### src/rtl/data_ram_arbiter_if.sv
// data_ram_arbiter_if
//   Bundles the two requester ports (A: CPU load/store, B: DMA/debug loader),
//   the single-port DataRAM strobes/buses and the Busy flag.
//   slave  : arbiter side (drives Ack/RData/Err, RAM strobes, Busy)
//   master : environment side (requesters and the RAM itself)
interface data_ram_arbiter_if;
  // Port A
  logic        A_Req;
  logic        A_Write;
  logic [15:0] A_Addr;
  logic [15:0] A_WData;
  logic        A_Ack;
  logic [15:0] A_RData;
  logic        A_Err;
  // Port B
  logic        B_Req;
  logic        B_Write;
  logic [15:0] B_Addr;
  logic [15:0] B_WData;
  logic        B_Ack;
  logic [15:0] B_RData;
  logic        B_Err;
  // DataRAM
  logic [15:0] DataAddress;
  logic        ReadMem;
  logic        WriteMem;
  logic [15:0] DataIn;
  logic [15:0] DataOut;
  // Status
  logic        Busy;

  modport slave (
    input  A_Req, A_Write, A_Addr, A_WData,
    output A_Ack, A_RData, A_Err,
    input  B_Req, B_Write, B_Addr, B_WData,
    output B_Ack, B_RData, B_Err,
    output DataAddress, ReadMem, WriteMem, DataIn,
    input  DataOut,
    output Busy
  );

  modport master (
    output A_Req, A_Write, A_Addr, A_WData,
    input  A_Ack, A_RData, A_Err,
    output B_Req, B_Write, B_Addr, B_WData,
    input  B_Ack, B_RData, B_Err,
    input  DataAddress, ReadMem, WriteMem, DataIn,
    output DataOut,
    input  Busy
  );
endinterface

### src/rtl/data_ram_arbiter.sv
// data_ram_arbiter
//   Shares the single-port DataRAM between port A and port B. A request is
//   sampled in IDLE, the winner's command is registered, the RAM is strobed for
//   exactly one ACCESS cycle from that register, and a one-cycle Ack (with
//   RData/Err) is returned to the owner in ACK. Out-of-range addresses skip the
//   access and go straight to ACK with Err=1.
// Ports
//   CLK    system clock (posedge)
//   RST_N  asynchronous active-low reset
//   bus    data_ram_arbiter_if.slave: A_*/B_* requester ports, DataAddress/
//          ReadMem/WriteMem/DataIn/DataOut RAM port, Busy
// Parameters
//   DEPTH  number of RAM words; addresses >= DEPTH return Err
//   A_PRIO 1 = A wins every tie, 0 = round-robin on ties
module data_ram_arbiter #(
  parameter int DEPTH  = 256,
  parameter int A_PRIO = 0
) (
  input  logic                CLK,
  input  logic                RST_N,
  data_ram_arbiter_if.slave   bus
);

  typedef enum logic [1:0] {
    S_IDLE   = 2'd0,
    S_ACCESS = 2'd1,
    S_ACK    = 2'd2
  } state_t;

  typedef enum logic {
    PORT_A = 1'b0,
    PORT_B = 1'b1
  } port_t;

  // Range bound held in 17 bits so DEPTH = 65536 means "every address valid"
  // and the compare always sees the full 16-bit address.
  localparam logic [16:0] DEPTH_W = (DEPTH >= 65536) ? 17'h10000 : 17'(DEPTH);

  state_t      state_q, state_d;
  port_t       last_q,  last_d;
  port_t       own_q,   own_d;
  logic        wr_q,    wr_d;
  logic [15:0] addr_q,  addr_d;
  logic [15:0] wdata_q, wdata_d;
  logic [15:0] rdata_q, rdata_d;
  logic        err_q,   err_d;

  logic        a_win;
  logic [15:0] sel_addr;
  logic        in_range;

  always_ff @(posedge CLK or negedge RST_N) begin
    if (!RST_N) begin
      state_q <= S_IDLE;
      last_q  <= PORT_B;
      own_q   <= PORT_A;
      wr_q    <= 1'b0;
      addr_q  <= '0;
      wdata_q <= '0;
      rdata_q <= '0;
      err_q   <= 1'b0;
    end else begin
      state_q <= state_d;
      last_q  <= last_d;
      own_q   <= own_d;
      wr_q    <= wr_d;
      addr_q  <= addr_d;
      wdata_q <= wdata_d;
      rdata_q <= rdata_d;
      err_q   <= err_d;
    end
  end

  always_comb begin
    state_d = state_q;
    last_d  = last_q;
    own_d   = own_q;
    wr_d    = wr_q;
    addr_d  = addr_q;
    wdata_d = wdata_q;
    rdata_d = rdata_q;
    err_d   = err_q;

    // A wins when B is idle, when A has fixed priority, or when B had the last grant.
    a_win    = bus.A_Req && (!bus.B_Req || (A_PRIO != 0) || (last_q == PORT_B));
    sel_addr = a_win ? bus.A_Addr : bus.B_Addr;
    in_range = ({1'b0, sel_addr} < DEPTH_W);

    case (state_q)
      S_IDLE: begin
        if (bus.A_Req || bus.B_Req) begin
          own_d   = a_win ? PORT_A : PORT_B;
          last_d  = a_win ? PORT_A : PORT_B;
          wr_d    = a_win ? bus.A_Write : bus.B_Write;
          addr_d  = sel_addr;
          wdata_d = a_win ? bus.A_WData : bus.B_WData;
          rdata_d = '0;
          if (in_range) begin
            err_d   = 1'b0;
            state_d = S_ACCESS;
          end else begin
            err_d   = 1'b1;
            state_d = S_ACK;
          end
        end
      end
      S_ACCESS: begin
        if (!wr_q) begin
          rdata_d = bus.DataOut;
        end
        err_d   = 1'b0;
        state_d = S_ACK;
      end
      S_ACK: begin
        state_d = S_IDLE;
      end
      default: begin
        state_d = S_IDLE;
      end
    endcase
  end

  // RAM side is decoded from registered state only, so reset removes the
  // strobes immediately and requester inputs never reach the RAM directly.
  assign bus.DataAddress = (state_q == S_ACCESS) ? addr_q : '0;
  assign bus.ReadMem     = (state_q == S_ACCESS) && !wr_q;
  assign bus.WriteMem    = (state_q == S_ACCESS) && wr_q;
  assign bus.DataIn      = ((state_q == S_ACCESS) && wr_q) ? wdata_q : '0;

  assign bus.A_Ack   = (state_q == S_ACK) && (own_q == PORT_A);
  assign bus.B_Ack   = (state_q == S_ACK) && (own_q == PORT_B);
  assign bus.A_RData = rdata_q;
  assign bus.B_RData = rdata_q;
  assign bus.A_Err   = err_q;
  assign bus.B_Err   = err_q;

  assign bus.Busy = (state_q != S_IDLE);

endmodule

### src/flat_wrapper.sv
// flat-port wrapper written by rule: the top's interface ports become plain ports
module data_ram_arbiter_flat 
#(
  parameter int DEPTH  = 256,
  parameter int A_PRIO = 0
)
  (CLK, RST_N, bus_A_Req, bus_A_Write, bus_A_Addr, bus_A_WData, bus_A_Ack, bus_A_RData, bus_A_Err, bus_B_Req, bus_B_Write, bus_B_Addr, bus_B_WData, bus_B_Ack, bus_B_RData, bus_B_Err, bus_DataAddress, bus_ReadMem, bus_WriteMem, bus_DataIn, bus_DataOut, bus_Busy);
  data_ram_arbiter_if bus_i ();
  input  logic CLK;
  input  logic RST_N;
  input wire logic [$bits(bus_i.A_Req)-1:0] bus_A_Req;
  input wire logic [$bits(bus_i.A_Write)-1:0] bus_A_Write;
  input wire logic [$bits(bus_i.A_Addr)-1:0] bus_A_Addr;
  input wire logic [$bits(bus_i.A_WData)-1:0] bus_A_WData;
  output wire logic [$bits(bus_i.A_Ack)-1:0] bus_A_Ack;
  output wire logic [$bits(bus_i.A_RData)-1:0] bus_A_RData;
  output wire logic [$bits(bus_i.A_Err)-1:0] bus_A_Err;
  input wire logic [$bits(bus_i.B_Req)-1:0] bus_B_Req;
  input wire logic [$bits(bus_i.B_Write)-1:0] bus_B_Write;
  input wire logic [$bits(bus_i.B_Addr)-1:0] bus_B_Addr;
  input wire logic [$bits(bus_i.B_WData)-1:0] bus_B_WData;
  output wire logic [$bits(bus_i.B_Ack)-1:0] bus_B_Ack;
  output wire logic [$bits(bus_i.B_RData)-1:0] bus_B_RData;
  output wire logic [$bits(bus_i.B_Err)-1:0] bus_B_Err;
  output wire logic [$bits(bus_i.DataAddress)-1:0] bus_DataAddress;
  output wire logic [$bits(bus_i.ReadMem)-1:0] bus_ReadMem;
  output wire logic [$bits(bus_i.WriteMem)-1:0] bus_WriteMem;
  output wire logic [$bits(bus_i.DataIn)-1:0] bus_DataIn;
  input wire logic [$bits(bus_i.DataOut)-1:0] bus_DataOut;
  output wire logic [$bits(bus_i.Busy)-1:0] bus_Busy;
  assign bus_i.A_Req = bus_A_Req;
  assign bus_i.A_Write = bus_A_Write;
  assign bus_i.A_Addr = bus_A_Addr;
  assign bus_i.A_WData = bus_A_WData;
  assign bus_A_Ack = bus_i.A_Ack;
  assign bus_A_RData = bus_i.A_RData;
  assign bus_A_Err = bus_i.A_Err;
  assign bus_i.B_Req = bus_B_Req;
  assign bus_i.B_Write = bus_B_Write;
  assign bus_i.B_Addr = bus_B_Addr;
  assign bus_i.B_WData = bus_B_WData;
  assign bus_B_Ack = bus_i.B_Ack;
  assign bus_B_RData = bus_i.B_RData;
  assign bus_B_Err = bus_i.B_Err;
  assign bus_DataAddress = bus_i.DataAddress;
  assign bus_ReadMem = bus_i.ReadMem;
  assign bus_WriteMem = bus_i.WriteMem;
  assign bus_DataIn = bus_i.DataIn;
  assign bus_i.DataOut = bus_DataOut;
  assign bus_Busy = bus_i.Busy;
  data_ram_arbiter #(.DEPTH(DEPTH), .A_PRIO(A_PRIO)) u_core (.CLK(CLK), .RST_N(RST_N), .bus(bus_i));
endmodule
### config.mk
export PLATFORM = sky130hd
export DESIGN_NAME = data_ram_arbiter_flat
export DESIGN_NICKNAME = d
export VERILOG_FILES = /design/src/rtl/data_ram_arbiter_if.sv /design/src/rtl/data_ram_arbiter.sv /design/src/flat_wrapper.sv
export SDC_FILE = /design/constraint.sdc
export NUM_CORES = 1
export LEC_CHECK = 0
export ABC_CLOCK_PERIOD_IN_PS = 2700
export CORE_MARGIN = 2
export CORE_UTILIZATION = 41
export CTS_BUF_LIST = sky130_fd_sc_hd__clkbuf_16
export CTS_CLUSTER_SIZE = 40
export DETAILED_ROUTE_END_ITERATION = 8
export PLACE_DENSITY = 0.85
export SYNTH_ARGS = -nofsm -noshare
export SYNTH_HDL_FRONTEND = slang
export SYNTH_SLANG_ARGS = --single-unit
### constraint.sdc
create_clock -name CLK -period 2.7 [get_ports CLK]
set_input_delay 0.54 -clock CLK [delete_from_list [all_inputs] [get_ports CLK]]
set_output_delay 0.54 -clock CLK [all_outputs]
set_load 0.01 [all_outputs]
== Word level (Yosys, flattened, before mapping) ==
Cells that the tools add are included.
Word-level totals
  output and inout port bits: 71
  input port bits: 86
  register bits after elaboration: 54
Operators by class
  magnitude comparators: 1
  reduce and logical (&&, ||, !) cells: 15
  mux-type cells: 15
  equality and inequality tests: 4
  bitwise logic cells: 1
Operators by type and width (count)
  16-bit 2-to-1 mux: 6
  16-bit one-hot mux with 2 select lines: 1
  16-bit by 9-bit less-than comparator with 1-bit output, second input constant: 1
  1-bit logical AND: 5
  1-bit 2-to-1 mux: 4
  2-bit 2-to-1 mux: 2
  2-bit one-hot mux with 2 select lines: 1
  2-bit AND reduction: 2
  2-bit nonzero test: 2
  3-bit AND reduction: 1
  2-bit by 1-bit == test with 1-bit output, second input constant: 1
  2-bit == test, second input constant: 1
  1-bit zero test: 2
  2-bit zero test: 1
  1-bit logical OR: 2
  2-bit by 1-bit != test with 1-bit output, second input constant: 1
  2-bit != test, second input constant: 1
  1-bit one-hot mux with 2 select lines: 1
  1-bit NOT: 1

== Depth between registers and ports, before layout ==
Gate-level depths: netlist (run 1).
  word-level depth: 8
  mapped depth: 6

== Least setup slack after synthesis (run 1) ==
OpenSTA, ideal clock, no wires.
  path type: register to output
  start point: reg u_core.state_q[0]
  end point: out bus_DataIn[10]
  data required time: 2.160 ns
  path buffers: 1
  slack: 1.078 ns
  data arrival time: 1.082 ns
  stages on the path, launching flop included: 4
  path through: dfrtp_1 nor2b_1 clkbuf_1 and3_1
Between the ends
  cells in the longest elaborated chain, start to end: 3
RTL lines
  start: declaration: RTL line data_ram_arbiter.sv:39  | state_t state_q, state_d;
  start signal: assignment: RTL line data_ram_arbiter.sv:63  | state_q <= state_d;
  2-bit by 1-bit == test with 1-bit output: RTL line data_ram_arbiter.sv:128  | assign bus.DataIn = ((state_q == S_ACCESS) && wr_q) ? wdata_q : '0;
  1-bit logical AND: RTL line data_ram_arbiter.sv:128
  16-bit 2-to-1 mux: RTL line data_ram_arbiter.sv:128
  end: declaration: RTL line flat_wrapper.sv:28  | output wire logic [$bits(bus_i.DataIn)-1:0] bus_DataIn;
Every way passes these cells.

== Worst setup path after layout (run 1) ==
  start point: reg u_core.state_q[0]
  end point: out bus_DataIn[5]
The elaborated chain is that of the path after synthesis.

==> summary.txt, run 1 <==
STA
  – Total Neg Setup Slack: 0 ps
  – Peak Freq: 0.415 GHz
  – Worst Max-Slew Pin Slew: 673 ps
  – Relative slew slack: 55.1%
  – Final Hold Viols: 0
  – Setup violations, final: 0
  – Clk_skew: 5.22 ps
  – Fin crit period: 2410 ps
  – RSZ-0062 raised after global routing: false
  – Tcrit/Tclk final: 89.3%
  – Fin. max-slew vios: 0

Power
  – PwrDens: 491 nW/µm²
  – Pleak: 1.94 nW
  – Worst VDD drop: 0.371 mV
  – Proportion of power drawn by combinational gates: 21.1%
  – Register share of total power: 46.5%
  – Internal power: 1.62 mW
  – Switch Pwr: 0.549 mW
  – Clock power share: 32.5%
  – Switching Share: 25.3%

Finish
  – Area grow syn2layout: 59.8%
  – Final nets: 482
  – Post-layout util: 68.8%
  – Finished layout cell area: 4420 µm²
  – Final-layout fill cell count: 505
  – Ant diodes: 0
  – Layout cell share with drive strength beyond 1: 6.55%

GRT
  – First-pass GRT wire length: 11.6 mm
  – Antenna violations before repair: 0
  – Largest net degree at the start of global routing: 55
  – Vias in the first global route: 2439
  – Overall Global Routing Usage: 19.6%
  – Total gr overflow: 0

Clock network
  – Clk_lat worst skew: 280 ps
  – TritonCTS clock tree: yes
  – Clock Tree Buf Depth: 2
  – H-Tree Depth: 2
  – Total CTS buffers: 5
  – Post CTS Setup Buffer Count: 0
  – Sink Count: 54
  – Clk pin slew, worst setup/hold paths: 70 ps
  – PostCTS Resize Cnt: 0
  – # hold bufs at CTS: 0
  – Root Driver: clkbuf_16

Routing
  – Vias per cell: 5.15
  – Post-route DRC: 0
  – Routed length per instance: 15.7 µm
  – Total number of vias: 2443
  – Post-Route WL: 7.44 mm
  – Post-route ant nets: 0
  – Starting DRT DRC Count: 58
  – DR pass1 iterations: 5

Synthesis
  – Library cells used by synthesis: 27
  – Synth top area cells: dfrtp_1 (48%), mux2i_1 (12%), a21oi_1 (6.2%), buf_4 (6.0%), a22o_1 (5.1%)
  – Sequential share of the synthesized area: 49.0%
  – Post-Syn Instances: 262
  – #FFs+latches synth: 54
  – Async SR Flop Fraction: 100%
  – Top post-synthesis cells by count: dfrtp_1 (53), a21oi_1 (34), mux2i_1 (34)
  – Yosys top cell by area: dfrtp_1
  – Yosys top cell area share: 48.0%
  – Most common cell in the netlist: dfrtp_1
  – Synthesized area per cell: 10.5 µm²
  – Synth Net Count: 348
  – Yosys warns: 0
  – Post-synth EDFFs: 0
  – Post-Syn Area: 2760 µm²
  – Main flop type after synthesis: dfrtp_1

Die
  – Core ar.: 6420 µm²
  – I/O pin count: 157
  – Die Wd: 86.1 µm
  – Die height: 86.1 µm
  – Starting density of the core: 43.0%
  – Rows: 29
  – Full die area: 7410 µm²

Worst setup path
  – Max FO, Critical Path: 19
  – Crit start category: flip-flop
  – Critical path arrival: 1870 ps
  – Crit end category: primary output
  – FF-to-FF Start: u_core.state_q[1]
  – Worst path required time: 2160 ps
  – Critical path type: reg -> out
  – Crit. Startpoint: u_core.state_q[0]

Place
  – Dpl hpwl: 5.56 mm
  – Port bufs: 156
  – Placement Cell Area: 4250 µm²
  – RePlAce Congestion: 0.804

Job
  – Max Cap Viol: 0

Hold path
  – Hold Crit Class: in -> async

Status
  – Status: complete, no violations
-- cells by family after synthesis --
family,share of synthesized area (%)
and+or+nand+nor,16.8
DFF,49.0
AOI/OAI and AO/OA,12.0
muxes,13.1
buffers and inverters,9.15
-- per-stage QoR --
stage                     setup WS [ps]  hold slack (ps)  cells  total power, mW
after floorplan                    1080              244    262             1.26
after global placement              589              497    466             1.46
after detailed placement            538              504    466             1.48
after CTS                           268              403    474             2.20
after global routing                194              440    474             2.28
final                               288              379    474             2.17
-- critical path, stage by stage (launching register included) --
cell and delay, ps:
dfrtp_1 430, nor2b_2 190, buf_4 230, and3_1 190, clkdlybuf4s50_1 550
-- placed cells by master, fill, tap and decap left out, types with 2 or more instances in the layout --
cell             Yosys  layout
dfrtp_1             53      53
mux2i_1             34      34
a21oi_1             34      34
clkbuf_16            0       5
clkdlybuf4s50_1      0     155
o31ai_1              2       2
and3_1              16      16
a22o_1              16      16
nand2_1              2       2
buf_4               22       4
buf_12               0       2
nor4_1               4       4
clkinv_2             0       2
and2_1              18      18
mux2_2               2       2
nor2_1              33      33
nor2_4               2       2
-- per-layer routing --
layer  part of all wire (%)  global-route usage (%)
met4                    1.0                    4.33
met3                     10                    7.60
met1                     38                    22.6
met5                      0                       0
met2                     51                    34.3
-- sequential cells by signal, indices dropped and copies added (netlist names) --
signal	count
u_core.wr_q	1
u_core.addr_q	16
u_core.bus.A_RData	16
u_core.wdata_q	16
u_core.state_q	2
u_core.bus.A_Err	1
u_core.own_q	1
u_core.last_q	1
-- worst paths after layout --
check / endpoint / slack (ps) / depth (start not counted)
min in group CLK: u_core.addr_q[13] / 520 / 2
setup / recovery: bus_DataIn[5] / 290 / 4
hold / removal: u_core.wdata_q[10] / 380 / 2
setup reg to reg: u_core.addr_q[15] / 1040 / 5
max in group asynchronous: u_core.state_q[1] / 1880 / 2
hold reg to reg: u_core.addr_q[13] / 520 / 2
-- power groups by stage --
stage	logic, mW	clock network, mW	registers, mW
detailed placement	0.462	0	1.02
CTS	0.465	0.722	1.01
global route	0.505	0.758	1.02
finish	0.457	0.705	1.01
global placement	0.446	0	1.02
floorplan	0.276	0	0.987
-- cell type report --
class / count / area, µm² / area share (%)
inverters: 1 / 3.75 / 0.0850
clock buffers: 5 / 125 / 2.83
repair buffers: 162 / 1630 / 36.8
flip-flops and latches: 54 / 1350 / 30.6
multi-input cells: 172 / 1170 / 26.5
well taps: 77 / 96.3 / 2.18
clock inverters: 3 / 40.0 / 0.907
Note: power is estimated with default switching activity, not from simulation.
==> run 2: changes to the inputs <==
Settings changed: CORE_ASPECT_RATIO from default to 0.5.
==> run 2 against run 1 <==
First-iteration DRC count rose by 64%. Highest routed layer unchanged. Sequential share of layout area barely moved. Via count fell by 1.4%. Cell count rose by 3.8%. Maximum frequency rose by 0.45%. Critical path type unchanged. Routed wire length rose by 0.36%.
==> summary.txt, run 2 (synthesis gave the netlist of run 1 again) <==
Power
  – Switching Share: 26.9% (+1.6 points)
  – Clock power share: 29.6% (-2.9 points)
  – Internal power: 1.53 mW (-5.8%)
  – Worst VDD drop: 0.251 mV (-32%)
  – Tot Pwr: 2.09 mW (-3.7%)
  – Register share of total power: 48.3% (+1.8 points)
  – Switch Pwr: 0.563 mW (+2.5%)
  – Pleak: 1.93 nW (-0.32%)
  – Proportion of power drawn by combinational gates: 22.1% (+1.0 points)
  – PwrDens: 473 nW/µm² (-3.8%)

STA
  – Worst Max-Slew Pin Slew: 525 ps (-148 ps)
  – Fin crit period: 2400 ps (-10.8 ps)
  – Hold_ws: 201 ps (-179 ps)
  – Clk_skew: 4.69 ps (-0.524 ps)
  – Tcrit/Tclk final: 88.9% (-0.40 points)
  – Total Neg Setup Slack: 0 ps (unchanged)
  – Peak Freq: 0.417 GHz (+0.45%)
  – Relative slew slack: 65.0% (+9.9 points)
  – Final Hold Viols: 0 (unchanged)
  – RSZ-0062 raised after global routing: false
  – Setup violations, final: 0 (unchanged)
  – Fin. max-slew vios: 0 (unchanged)

Die
  – Starting density of the core: 41.9% (-1.1 points)
  – Die Wd: 120 µm (+39%)
  – Die height: 62.0 µm (-28%)
  – Full die area: 7450 µm² (+0.54%)
  – Core ar.: 6600 µm² (+2.7%)
  – I/O pin count: 157 (unchanged)
  – Rows: 21 (-28%)

Finish
  – Final nets: 485 (+0.62%)
  – Final-layout fill cell count: 483 (-4.4%)
  – Commonest non-fill, non-tap cell in the layout: clkdlybuf4s50_1
  – Area grow syn2layout: 60.0%
  – Post-layout util: 67.0% (-1.7 points)
  – Ant diodes: 0 (unchanged)
  – Final non-filler cell total: 492 (+3.8%)
  – Commonest cells after routing, fill and taps aside: clkdlybuf4s50_1 (155), dfrtp_1 (53), mux2i_1 (34), a21oi_1 (34), nor2_1 (33)
  – Layout cell share with drive strength beyond 1: 7.00% (+0.45 points)

Status
  – Status: complete, no violations

Routing
  – Routed length per instance: 15.2 µm (-3.3%)
  – Post-route DRC: 0 (unchanged)
  – Starting DRT DRC Count: 95 (+64%)
  – Post-Route WL: 7.47 mm (+0.36%)
  – Post-route ant nets: 0 (unchanged)
  – Total number of vias: 2409 (-1.4%)
  – Vias per cell: 4.90 (-5.0%)
  – DR pass1 iterations: 4 (-1)

GRT
  – Antenna violations before repair: 0 (unchanged)
  – Overall Global Routing Usage: 20.0% (+0.44 points)
  – Total gr overflow: 0 (unchanged)
  – Vias in the first global route: 2486 (+1.9%)
  – First-pass GRT wire length: 11.6 mm (-0.41%)
  – Largest net degree at the start of global routing: 30 (-45%)

Clock network
  – Post CTS Setup Buffer Count: 0 (unchanged)
  – H-Tree Depth: 2 (unchanged)
  – Total CTS buffers: 5 (unchanged)
  – TritonCTS clock tree: yes
  – Root Driver: clkbuf_16
  – Clk pin slew, worst setup/hold paths: 70 ps (about the same)
  – Sink Count: 54 (unchanged)
  – Clock Tree Buf Depth: 2 (unchanged)
  – # hold bufs at CTS: 0 (unchanged)
  – Clk_lat worst skew: 290 ps (about the same)
  – PostCTS Resize Cnt: 0 (unchanged)

Place
  – RePlAce Congestion: 0.791 (-1.6%)
  – Port bufs: 156 (unchanged)
  – Placed Cells: 484 (+3.9%)
  – Dpl hpwl: 5.95 mm (+6.9%)

Worst setup path
  – Critical path arrival: 1860 ps (about the same)
  – Worst path required time: 2160 ps (about the same)
  – Crit start category: flip-flop
  – FF-to-FF Start: u_core.state_q[1]
  – R2R Setup Slk: 1020 ps (-20 ps)
  – Reg-to-reg endpoint: u_core.wdata_q[15]
  – Reg2Reg Depth: 5 (unchanged)
  – Crit end category: primary output
  – Max FO, Critical Path: 19 (unchanged)
  – Critical path type: reg -> out

Hold path
  – Hold Crit Class: in -> async

Job
  – Max Cap Viol: 0 (unchanged)
## run 2: cell types whose count changed in the layout (fill, tap and decap cells not counted), sizes merged
cell      change
bufinv        -1
clkinvlp      +1
buf           +3
## run 2: through the flow
stage / setup slack, ps / area [µm²]
CTS: 294 / 4420
floorplan: 1080 / 2760
global route: 231 / 4420
global placement: 602 / 4280
finish: 299 / 4420
detailed placement: 555 / 4280
## run 2: layout make-up
| class | instances | area [µm²] | share of cell area, % |
|---|---|---|---|
| clock inverter | 3 | 16.3 | 0.368 |
| clock buffer | 5 | 125 | 2.83 |
| timing repair buffer | 165 | 1640 | 37.0 |
| inverter | 1 | 3.75 | 0.0849 |
| sequential | 54 | 1350 | 30.6 |
| tap | 92 | 115 | 2.60 |
| multi-input combinational | 172 | 1170 | 26.5 |
## run 2: power by group through the flow
stage | Sequential [mW] | Combinational, mW | Clock (mW)
after floorplan | 0.987 | 0.276 | 0
after global placement | 1.01 | 0.444 | 0
after detailed placement | 1.02 | 0.467 | 0
after CTS | 1.01 | 0.468 | 0.631
after global routing | 1.02 | 0.504 | 0.661
final | 1.01 | 0.461 | 0.618
## run 2: worst max-delay path by stage
stage,start,endpoint,slack (ps),cells past startpoint
floorplan,u_core.state_q[0],bus_DataIn[10],1080,3
global placement,bus_B_Req,u_core.wdata_q[13],600,6
global route,u_core.state_q[0],bus_DataIn[9],230,4
detailed placement,bus_A_Req,u_core.wdata_q[15],560,6
CTS,u_core.state_q[0],bus_DataIn[13],290,4
finish,u_core.state_q[0],bus_DataIn[15],300,4
## run 2: metal layers
layer,track usage [%],vias up,wire length (µm)
met2,40.0,75,4000
met1,21.5,1151,2940
met5,0,-,0
li1,-,1175,-
met3,5.84,8,452
met4,5.71,0,75
## run 2: worst max-delay path, cell delays in order, from the launching register on
cell	delay [ps]
dfrtp_1	430
nor2b_2	190
buf_4	210
and3_1	190
clkdlybuf4s50_1	550
